### src/rtl/lcd_refresh_scheduler.sv
// -----------------------------------------------------------------------------
// lcd_refresh_scheduler
//   Drives a 16x2 character LCD. After reset it waits out the panel power-up
//   time and sends the init commands 0x38, 0x0C and 0x01. It then waits out the
//   clear time and sends 0x06. From then on it streams the 32-character frame
//   to a byte-level LCD writer: 0x80, line 1, 0xC0, line 2. A frame is
//   re-sent only when the characters change or a refresh is requested. The
//   frame is snapshotted at start so the panel never shows a torn frame.
//
// Ports
//   CLOCK_50    in   1    system clock, rising edge
//   Reset       in   1    synchronous active-low reset
//   characters  in   256  frame, char i at [255-8i -: 8]
//   refresh     in   1    one-cycle pulse forcing a full rewrite
//   wr_req      out  1    byte valid towards the writer
//   wr_rs       out  1    0 = command, 1 = data
//   wr_data     out  8    byte being offered
//   wr_ack      in   1    byte accepted when wr_req && wr_ack
//   busy        out  1    high whenever the scheduler is not idle
//   frame_done  out  1    one-cycle pulse after the last character is accepted
//
// Build option
//   LCD_BLANK_SUB_EN : when defined, data bytes outside 0x20..0x7E are sent as
//                      0x20. Commands and change detection are unaffected.
// -----------------------------------------------------------------------------
module lcd_refresh_scheduler #(
    parameter int POWERUP_CYCLES = 750000,
    parameter int CLEAR_WAIT     = 82000
) (
    input  logic         CLOCK_50,
    input  logic         Reset,
    input  logic [255:0] characters,
    input  logic         refresh,
    output logic         wr_req,
    output logic         wr_rs,
    output logic [7:0]   wr_data,
    input  logic         wr_ack,
    output logic         busy,
    output logic         frame_done
);

    localparam int MAX_WAIT = (POWERUP_CYCLES > CLEAR_WAIT) ? POWERUP_CYCLES : CLEAR_WAIT;
    localparam int WAIT_W   = $clog2(MAX_WAIT + 1);
    localparam logic [WAIT_W-1:0] PU_LAST   = WAIT_W'(POWERUP_CYCLES - 1);
    localparam logic [WAIT_W-1:0] CW_LAST   = WAIT_W'(CLEAR_WAIT - 1);
    localparam logic [WAIT_W-1:0] WAIT_ZERO = {WAIT_W{1'b0}};
    localparam logic [WAIT_W-1:0] WAIT_ONE  = {{(WAIT_W-1){1'b0}}, 1'b1};

    typedef enum logic [2:0] {
        ST_POWERUP = 3'd0,
        ST_INIT    = 3'd1,
        ST_CLRWAIT = 3'd2,
        ST_IDLE    = 3'd3,
        ST_ADDR1   = 3'd4,
        ST_LINE1   = 3'd5,
        ST_ADDR2   = 3'd6,
        ST_LINE2   = 3'd7
    } state_t;

    state_t              r_state, w_state;
    logic [WAIT_W-1:0]   r_wait, w_wait;
    logic [4:0]          r_idx, w_idx;
    logic [255:0]        r_snap, w_snap;
    logic                r_force, w_force;
    logic                r_req, w_req;
    logic                r_rs, w_rs;
    logic [7:0]          r_data, w_data;
    logic                r_busy, w_busy;
    logic                r_frame_done, w_frame_done;
    logic                w_accept;

    // Init command table, indexed by step 0..2.
    function automatic logic [7:0] init_cmd(input logic [1:0] step);
        case (step)
            2'd0:    return 8'h38;
            2'd1:    return 8'h0C;
            default: return 8'h01;
        endcase
    endfunction

    // Extract character idx from a frame (char 0 sits in the top byte).
    function automatic logic [7:0] char_at(input logic [255:0] frame, input logic [4:0] idx);
        logic [4:0] inv;
        inv = 5'd31 - idx;
        return frame[{inv, 3'b000} +: 8];
    endfunction

    // Data byte as presented on the bus.
    function automatic logic [7:0] data_byte(input logic [7:0] c);
`ifdef LCD_BLANK_SUB_EN
        if ((c < 8'h20) || (c > 8'h7E)) begin
            return 8'h20;
        end else begin
            return c;
        end
`else
        return c;
`endif
    endfunction

    // Next-state and next-output logic.
    always_comb begin
        w_state      = r_state;
        w_wait       = r_wait;
        w_idx        = r_idx;
        w_snap       = r_snap;
        w_force      = r_force | refresh;   // refresh while busy is held for the next IDLE
        w_req        = r_req;
        w_rs         = r_rs;
        w_data       = r_data;
        w_frame_done = 1'b0;
        w_accept     = r_req & wr_ack;

        case (r_state)
            ST_POWERUP: begin
                if (r_wait >= PU_LAST) begin
                    w_state = ST_INIT;
                    w_wait  = WAIT_ZERO;
                    w_idx   = 5'd0;
                    w_req   = 1'b1;
                    w_rs    = 1'b0;
                    w_data  = init_cmd(2'd0);
                end else begin
                    w_wait  = r_wait + WAIT_ONE;
                end
            end
            ST_INIT: begin
                if (w_accept) begin
                    if (r_idx >= 5'd2) begin
                        w_state = ST_CLRWAIT;
                        w_wait  = WAIT_ZERO;
                        w_req   = 1'b0;
                    end else begin
                        w_idx   = r_idx + 5'd1;
                        w_data  = init_cmd(r_idx[1:0] + 2'd1);
                    end
                end else begin
                    w_idx = r_idx;
                end
            end
            ST_CLRWAIT: begin
                // First count the clear time, then offer 0x06 within this state.
                if (r_req) begin
                    if (wr_ack) begin
                        w_state = ST_IDLE;
                        w_req   = 1'b0;
                    end else begin
                        w_req   = 1'b1;
                    end
                end else if (r_wait >= CW_LAST) begin
                    w_req  = 1'b1;
                    w_rs   = 1'b0;
                    w_data = 8'h06;
                end else begin
                    w_wait = r_wait + WAIT_ONE;
                end
            end
            ST_IDLE: begin
                if (r_force || refresh || (characters != r_snap)) begin
                    w_snap  = characters;
                    w_force = 1'b0;
                    w_state = ST_ADDR1;
                    w_req   = 1'b1;
                    w_rs    = 1'b0;
                    w_data  = 8'h80;
                end else begin
                    w_force = r_force;
                end
            end
            ST_ADDR1: begin
                if (w_accept) begin
                    w_state = ST_LINE1;
                    w_idx   = 5'd0;
                    w_rs    = 1'b1;
                    w_data  = data_byte(char_at(r_snap, 5'd0));
                end else begin
                    w_idx = r_idx;
                end
            end
            ST_LINE1: begin
                if (w_accept) begin
                    if (r_idx == 5'd15) begin
                        w_state = ST_ADDR2;
                        w_rs    = 1'b0;
                        w_data  = 8'hC0;
                    end else begin
                        w_idx   = r_idx + 5'd1;
                        w_data  = data_byte(char_at(r_snap, r_idx + 5'd1));
                    end
                end else begin
                    w_idx = r_idx;
                end
            end
            ST_ADDR2: begin
                if (w_accept) begin
                    w_state = ST_LINE2;
                    w_idx   = 5'd16;
                    w_rs    = 1'b1;
                    w_data  = data_byte(char_at(r_snap, 5'd16));
                end else begin
                    w_idx = r_idx;
                end
            end
            ST_LINE2: begin
                if (w_accept) begin
                    if (r_idx == 5'd31) begin
                        w_state      = ST_IDLE;
                        w_req        = 1'b0;
                        w_rs         = 1'b0;
                        w_frame_done = 1'b1;
                    end else begin
                        w_idx   = r_idx + 5'd1;
                        w_data  = data_byte(char_at(r_snap, r_idx + 5'd1));
                    end
                end else begin
                    w_idx = r_idx;
                end
            end
            default: begin
                w_state = ST_POWERUP;
                w_wait  = WAIT_ZERO;
                w_idx   = 5'd0;
                w_force = 1'b1;
                w_req   = 1'b0;
                w_rs    = 1'b0;
                w_data  = 8'h00;
            end
        endcase

        w_busy = (w_state != ST_IDLE);
    end

    // State and output registers with synchronous active-low reset.
    always_ff @(posedge CLOCK_50) begin
        if (!Reset) begin
            r_state      <= ST_POWERUP;
            r_wait       <= WAIT_ZERO;
            r_idx        <= 5'd0;
            r_snap       <= 256'd0;
            r_force      <= 1'b1;
            r_req        <= 1'b0;
            r_rs         <= 1'b0;
            r_data       <= 8'h00;
            r_busy       <= 1'b1;
            r_frame_done <= 1'b0;
        end else begin
            r_state      <= w_state;
            r_wait       <= w_wait;
            r_idx        <= w_idx;
            r_snap       <= w_snap;
            r_force      <= w_force;
            r_req        <= w_req;
            r_rs         <= w_rs;
            r_data       <= w_data;
            r_busy       <= w_busy;
            r_frame_done <= w_frame_done;
        end
    end

    assign wr_req     = r_req;
    assign wr_rs      = r_rs;
    assign wr_data    = r_data;
    assign busy       = r_busy;
    assign frame_done = r_frame_done;

endmodule

### config.mk
export PLATFORM = sky130hd
export DESIGN_NAME = lcd_refresh_scheduler
export DESIGN_NICKNAME = d
export VERILOG_FILES = /design/src/rtl/lcd_refresh_scheduler.sv
export SDC_FILE = /design/constraint.sdc
export NUM_CORES = 1
export LEC_CHECK = 0
export CAP_MARGIN = 20
export CORE_AREA = 2 2 265 267
export DETAILED_ROUTE_END_ITERATION = 10
export DIE_AREA = 0 0 267 269
export PLACE_DENSITY = 0.44
export SETUP_SLACK_MARGIN = 0.4
export SLEW_MARGIN = 25
export SYNTH_ARGS = -nofsm -noshare
export SYNTH_HDL_FRONTEND = slang
export SYNTH_SLANG_ARGS = --single-unit
export TNS_END_PERCENT = 30
### constraint.sdc
create_clock -name CLOCK_50 -period 4.7 [get_ports CLOCK_50]
set_clock_uncertainty 0.15 [all_clocks]
set_input_delay 0.94 -clock CLOCK_50 [delete_from_list [all_inputs] [get_ports CLOCK_50]]
set_output_delay 0.94 -clock CLOCK_50 [all_outputs]
set_load 0.01 [all_outputs]
==> impl_metrics.ini, run 1 <==
[run_status]
status = finished, final reports clean

[synthesis]
synth_top_cell_area_share_pct = 34.88
netlist_area_um2 = 17050
ys_seq_area_share_pct = 34.88
synth_area_leader_cell = dfxtp_1
synth_edf_count = 0
syn-num-nets = 2255
postSynthCellCount = 1988
ys_seq_elements = 297
ys_warn_count = 0
async_flop_share_pct = 0
synth.distinct_cells = 61
yosys-top-cells-count = dfxtp_1 (297), nand3_1 (273), nand2_1 (262)
ys_top_cells_by_area = dfxtp_1 (35%), mux4_2 (10%), nand3_1 (8.0%)
synth-main-ff-cell = dfxtp_1
yosys.cell_count.top_type = dfxtp_1
avgSynthCellArea_um2 = 8.575

[drt]
dr.max_layer_used = met5
wl_um = 80760
final_antenna_net_count = 0
first_pass_iters = 5
wire_per_inst_um = 25.57
routed-wl-met3_um = 4509
m1WireLength_um = 34470
via_count = 16000
drtIter0Drc = 1443
drc = 0
viasPerCell = 5.066
met2WireLength_um = 38380

[cts]
cts_setup_buffers = 0
numCtsBuffers = 38
cts_resized = 0
tritoncts = done
cts_buffer_depth = 3
cts.clk_slew.worst_paths_ps = 60
ctsHoldBuffers = 0
clock_latency_ps = 580
htreeDepth = 2
cts_num_sinks = 297
cts-root-buf = clkbuf_16

[floorplanning]
fp.dieH_um = 269
io_pins = 272
row_count = 97
core-area_um2 = 69300
die-area_um2 = 71820
initial_core_util_pct = 24.60
dieWidth_um = 267

[timing]
fmax_ghz = 0.2425
max_slew_margin_pct = 32.38
final_max_slew_viol_count = 0
setup_violations = 0
rsz0062_at_grt = false
finalCriticalPeriod_ps = 4123
max_slew.worst_pin.slew_ps = 1014
fin_crit_sh_pct = 87.73
setup_tns_ps = 0
hold_viol_final = 0

[layout]
final_nets = 2459
stdcell_area_um2 = 21790
drive_above_1_share_pct = 10.23
area_growth_syn_to_layout_pct = 27.82

[critical_path]
crit_buf_inv = 3
crit_fanout = 154
critPathSlowestCell = a2111oi_0
slowest_delay_ps = 710
path_cells = clkdlybuf4s50_1 > nor2b_1 > a2111oi_0 > buf_4 > nand4_1 > or4_4 > nor4_4 > a21oi_4 > buf_12 > nand3_1 > o21ai_0
cp_data_required_time_ps = 4980
worstSetupStartpointType = input port
path_class = in -> reg
cp-startpoint = characters[152]
rr_startpoint = r_snap[167]$_SDFFE_PN0P_
arrival_ps = 4410
cp-end-kind = register
crit_family = simple AND/OR/NAND/NOR gates

[place]
finalWeightedCongestion = 0.9426
io_buffers = 271
hpwl_um = 64010
placed_cell_area_um2 = 20600

[power]
irDropWorstVdd_v = 0.0002062
p_leak_nw = 6.859
powerDensity_nw_per_um2 = 274.3

[grt]
overflow = 0
grt_pass1_wl_um = 111600
grt_pass1_vias = 15150
grt_max_degree = 284
track_usage_pct = 21.97
antenna_found_initial = 3

[min_path]
hold_start = wr_data[7]$_SDFFE_PN0P_
holdCritPathClass = reg -> reg

[job]
drv_cap = 0
-- power by group --
part	switching, mW	total (mW)	internal, mW
Sequential	0.00320	2.52	2.52
Combinational	0.340	0.619	0.280
Clock	1.22	2.84	1.61
Total	1.57	5.98	4.41
-- flip-flops by register name, summed over array words and instances (netlist names) --
register and cells:
r_idx 5, r_force 1, frame_done 1, busy 1
r_state 3, wr_data 8, r_snap 256, wr_rs 1
r_wait 20, wr_req 1
-- layer usage --
layer	up-vias	GRT usage, %
met5	-	0
met4	4	8.640
met3	119	3.890
met2	521	36.70
met1	7830	28.15
li1	7529	-
-- layout make-up --
type | count | area, um2
Clock buffer | 60 | 1104
Tap cell | 940 | 1176
Clock inverter | 6 | 53.80
Fill cell | 7182 | 47510
Antenna cell | 1 | 2.502
Multi-Input combinational cell | 1469 | 10070
Sequential cell | 297 | 5949
Timing Repair Buffer | 315 | 3168
Inverter | 71 | 266.5
-- per-stage QoR --
stage,cells,util [%],setup WS (ps),power [mW],hold slack [ps]
2_1_floorplan,1988,-,543.7,2.750,296.5
3_3_place_gp,3091,29.72,109.2,3.193,313.7
3_5_place_dp,3091,29.73,140.4,3.192,323.6
4_1_cts,3157,31.40,717.9,6.023,330.8
5_1_grt,3158,31.44,460.6,6.145,347.6
6_report,3159,31.44,576.9,5.977,323.1
-- cells by family (layout without fill, tap and decap cells) --
kind of cell             count (synthesis)  in the layout  synth area share (%)
buffers and inverters                  222            452                 6.194
XOR/XNOR                               189            189                 9.754
AND/OR/NAND/NOR                        766            766                 21.80
flip-flops                             297            297                 34.88
other                                    0              1                     0
multiplexers                            89             89                 11.05
adder cells (fa/ha/maj)                  7              7                0.5137
AO/OA/AOI/OAI                          418            418                 15.82
-- worst reg2reg max path, delay by kind of cell, from the launching register on --
family | cells | cell delay (ps)
AND/OR/NAND/NOR | 4 | 1370
flip-flops | 1 | 460
AO/OA/AOI/OAI | 3 | 1120
buffers and inverters | 2 | 390
-- layout by cell type, fill, tap and decap left out, drive strengths merged, types with 9 or more instances in the layout --
cell,count
a2111oi,9
a2111o,11
nand4,52
xor2,38
o31ai,40
nand2b,14
clkbuf,60
o22ai,22
nor2b,58
dfxtp,297
nor2,37
inv,72
nor3,16
a21oi,33
nand3,273
xnor2,151
nor4,28
o21ai,240
o2bb2ai,9
nand2,262
buf,45
clkdlybuf4s50,270
mux4,79
-- path summary, 6_finish.rpt --
path,end,slack [ps],cells past startpoint
setup reg to reg,r_snap[154]$_SDFFE_PN0P_,1080,9
hold / removal,wr_data[7]$_SDFFE_PN0P_,320,2
setup / recovery,r_snap[154]$_SDFFE_PN0P_,580,11
hold reg to reg,wr_data[7]$_SDFFE_PN0P_,320,2
Power figures use the tool's default switching activity.
==> inputs of run 2 (changes only) <==
Settings changed: CAP_MARGIN 20 to 30, DONT_BUFFER_PORTS set to 1, PLACE_DENSITY 0.44 to 0.39.
==> run 2 against run 1 <==
Effect of this change: the run now ends with max-slew violations left; critical path depth decreased by 1; count of clock-buffer cells in the layout increased by 6; sequential cell count did not move; first-iteration DRC count rose by 9.5%; non-clock buffer count shrank 281; sequential share of layout area increased by 3.9 points; fmax is 8.1% higher; combinational power decreased by 66%; core utilization decreased by 3.9 points; clock power increased by 7%; worst hold slack better by 8.7 ps; critical path type unchanged; largest cell class unchanged; largest power group unchanged.
==> impl_metrics.ini, run 2 (synthesized netlist as in run 1, its figures left out) <==
[floorplanning]
io_pins = 272
die-area_um2 = 71820
initial_core_util_pct = 24.60
dieWidth_um = 267
fp.dieH_um = 269
core-area_um2 = 69300
row_count = 97

[cts]
cts-root-buf = clkbuf_16
htreeDepth = 2
cts_num_sinks = 297
cts_buffer_depth = 3
ctsHoldBuffers = 0
cts_setup_buffers = 0
cts_resized = 0
tritoncts = done
clock_latency_ps = 580
numCtsBuffers = 40
cts.clk_slew.worst_paths_ps = 50

[layout]
area_growth_syn_to_layout_pct = 11.92
layout_commonest_cell = dfxtp_1
largest_register_ff_count = 256
final_nets = 2180
antenna_cells = 0
layout_common_cells = dfxtp_1 (296), nand3_1 (273), nand2_1 (262)
stdcell_count = 2882
drive_above_1_share_pct = 11.43
multi_input_area_um2 = 10070
max_flop_register = r_snap
seqCellArea_um2 = 5949
n_fill_cell = 7494

[power]
irDropWorstVdd_v = 0.0001898
powerDensity_nw_per_um2 = 302.1
p_leak_nw = 5.809

[timing]
fin_crit_sh_pct = 81.15
rsz0062_at_grt = false
max_slew.worst_pin.slew_ps = 1863
final_max_slew_viol_count = 224
setup_violations = 0
finalCriticalPeriod_ps = 3814
max_slew_margin_pct = -24.17
setup_slack_ps = 886.1
setup_tns_ps = 0
fmax_ghz = 0.2622
hold_viol_final = 0

[critical_path]
reg2reg_depth = 10
path_cells = xnor2_1 > nand4_1 > nor4_1 > nand4_1 > nor4_2 > buf_4 > a21oi_4 > buf_12 > nand3_1 > o21ai_0
worstSetupStartpointType = input port
crit_buf_inv = 2
crit_fanout = 190
regToRegSetupSlack_ps = 890
r2r_end = r_snap[221]$_SDFFE_PN0P_
crit_family = simple AND/OR/NAND/NOR gates
path_class = in -> reg
critPathMostFrequentCell = nand4_1
cp-end-kind = register
arrival_ps = 4090
rr_startpoint = r_snap[43]$_SDFFE_PN0P_
critPathSlowestCell = nor4_1
cp_data_required_time_ps = 4980
slowest_delay_ps = 660

[run_status]
failed_checks = max-slew violations
status = finished with violations

[place]
pre_cts_slack_ps = 579.7
hpwl_um = 65010
io_buffers = 0
finalWeightedCongestion = 0.9252
place_inst = 2811

[drt]
via_count = 14890
drc = 0
first_pass_iters = 6
drtIter0Drc = 1580
viasPerCell = 5.168
wl_um = 82280
wire_per_inst_um = 28.55
final_antenna_net_count = 0

[min_path]
hold_start = r_snap[148]$_SDFFE_PN0P_
holdCritPathClass = reg -> reg
worst_hold_path.endpoint = r_snap[148]$_SDFFE_PN0P_
holdPathStages = 2

[grt]
grt_pass1_wl_um = 111100
grt_max_degree = 486
track_usage_pct = 22.26
antenna_found_initial = 3
overflow = 0
grt_pass1_vias = 13730

[job]
drv_cap = 0
==> run 2: cell types whose count changed in the layout (fill, tap and decap cells not counted), moves of 2 or more <==
cell / previous run / this run
clkbuf_16: 38 / 41
clkbuf_8: 7 / 11
clkinv_2: 1 / 3
buf_4: 35 / 26
clkinvlp_4: 2 / 0
clkdlybuf4s50_1: 270 / 0
==> run 2: power by group <==
group	internal (mW)	leakage (nW)	switching, mW
Sequential	2.52	2.39	0.00334
Combinational	0.0848	2.80	0.125
Clock	1.78	0.622	1.25
==> run 2: worst register-to-register path: cells and delay by family (launching register included) <==
kind | cells | cell delay [ps]
AND/OR/NAND/NOR | 5 | 2140
XOR/XNOR | 1 | 430
buffers and inverters | 2 | 420
flip-flops | 1 | 330
AO/OA/AOI/OAI | 2 | 200
==> run 2: worst max-delay path by stage <==
stage                          startpoint                       end  slack [ps]  cells after the start
floorplan           r_idx[0]$_SDFFE_PN0P_   wr_data[1]$_SDFFE_PN0P_         540                     13
global placement           characters[43]  r_snap[151]$_SDFFE_PN0P_         600                     11
detailed placement         characters[43]   r_snap[27]$_SDFFE_PN0P_         580                     11
CTS                 r_idx[0]$_SDFFE_PN0P_   wr_data[2]$_SDFFE_PN0P_         950                      9
global route        r_state[1]$_SDFF_PN0_   r_wait[15]$_SDFFE_PN0P_         730                      8
finish                     characters[43]  r_snap[221]$_SDFFE_PN0P_         890                     10
==> run 2: cell type report <==
cell class / instances / area share (%)
multi-input combinational: 1469 / 52.78
sequential: 297 / 31.18
clock buffer: 66 / 6.446
tap: 940 / 6.164
timing repair buffer: 34 / 1.862
inverter: 71 / 1.397
clock inverter: 5 / 0.1705
==> run 2: stage by stage <==
stage	utilization, %	cell area, um2	hold slack, ps	total power, mW
after floorplan	-	17050	296.5	2.750
after global placement	25.70	17810	313.0	2.788
after detailed placement	25.71	17820	321.4	2.786
after CTS	27.53	19080	325.7	5.818
after global routing	27.53	19080	340.9	5.915
final	27.53	19080	331.8	5.764
==> run 2: routing by layer <==
metal | track usage [%] | wire, um | vias up
met3 | 9.160 | 8888 | 78
met4 | 6.149 | 2082 | 2
li1 | - | - | 6998
met1 | 26.88 | 32670 | 7301
met5 | 0 | 13 | -
met2 | 36.39 | 38630 | 514
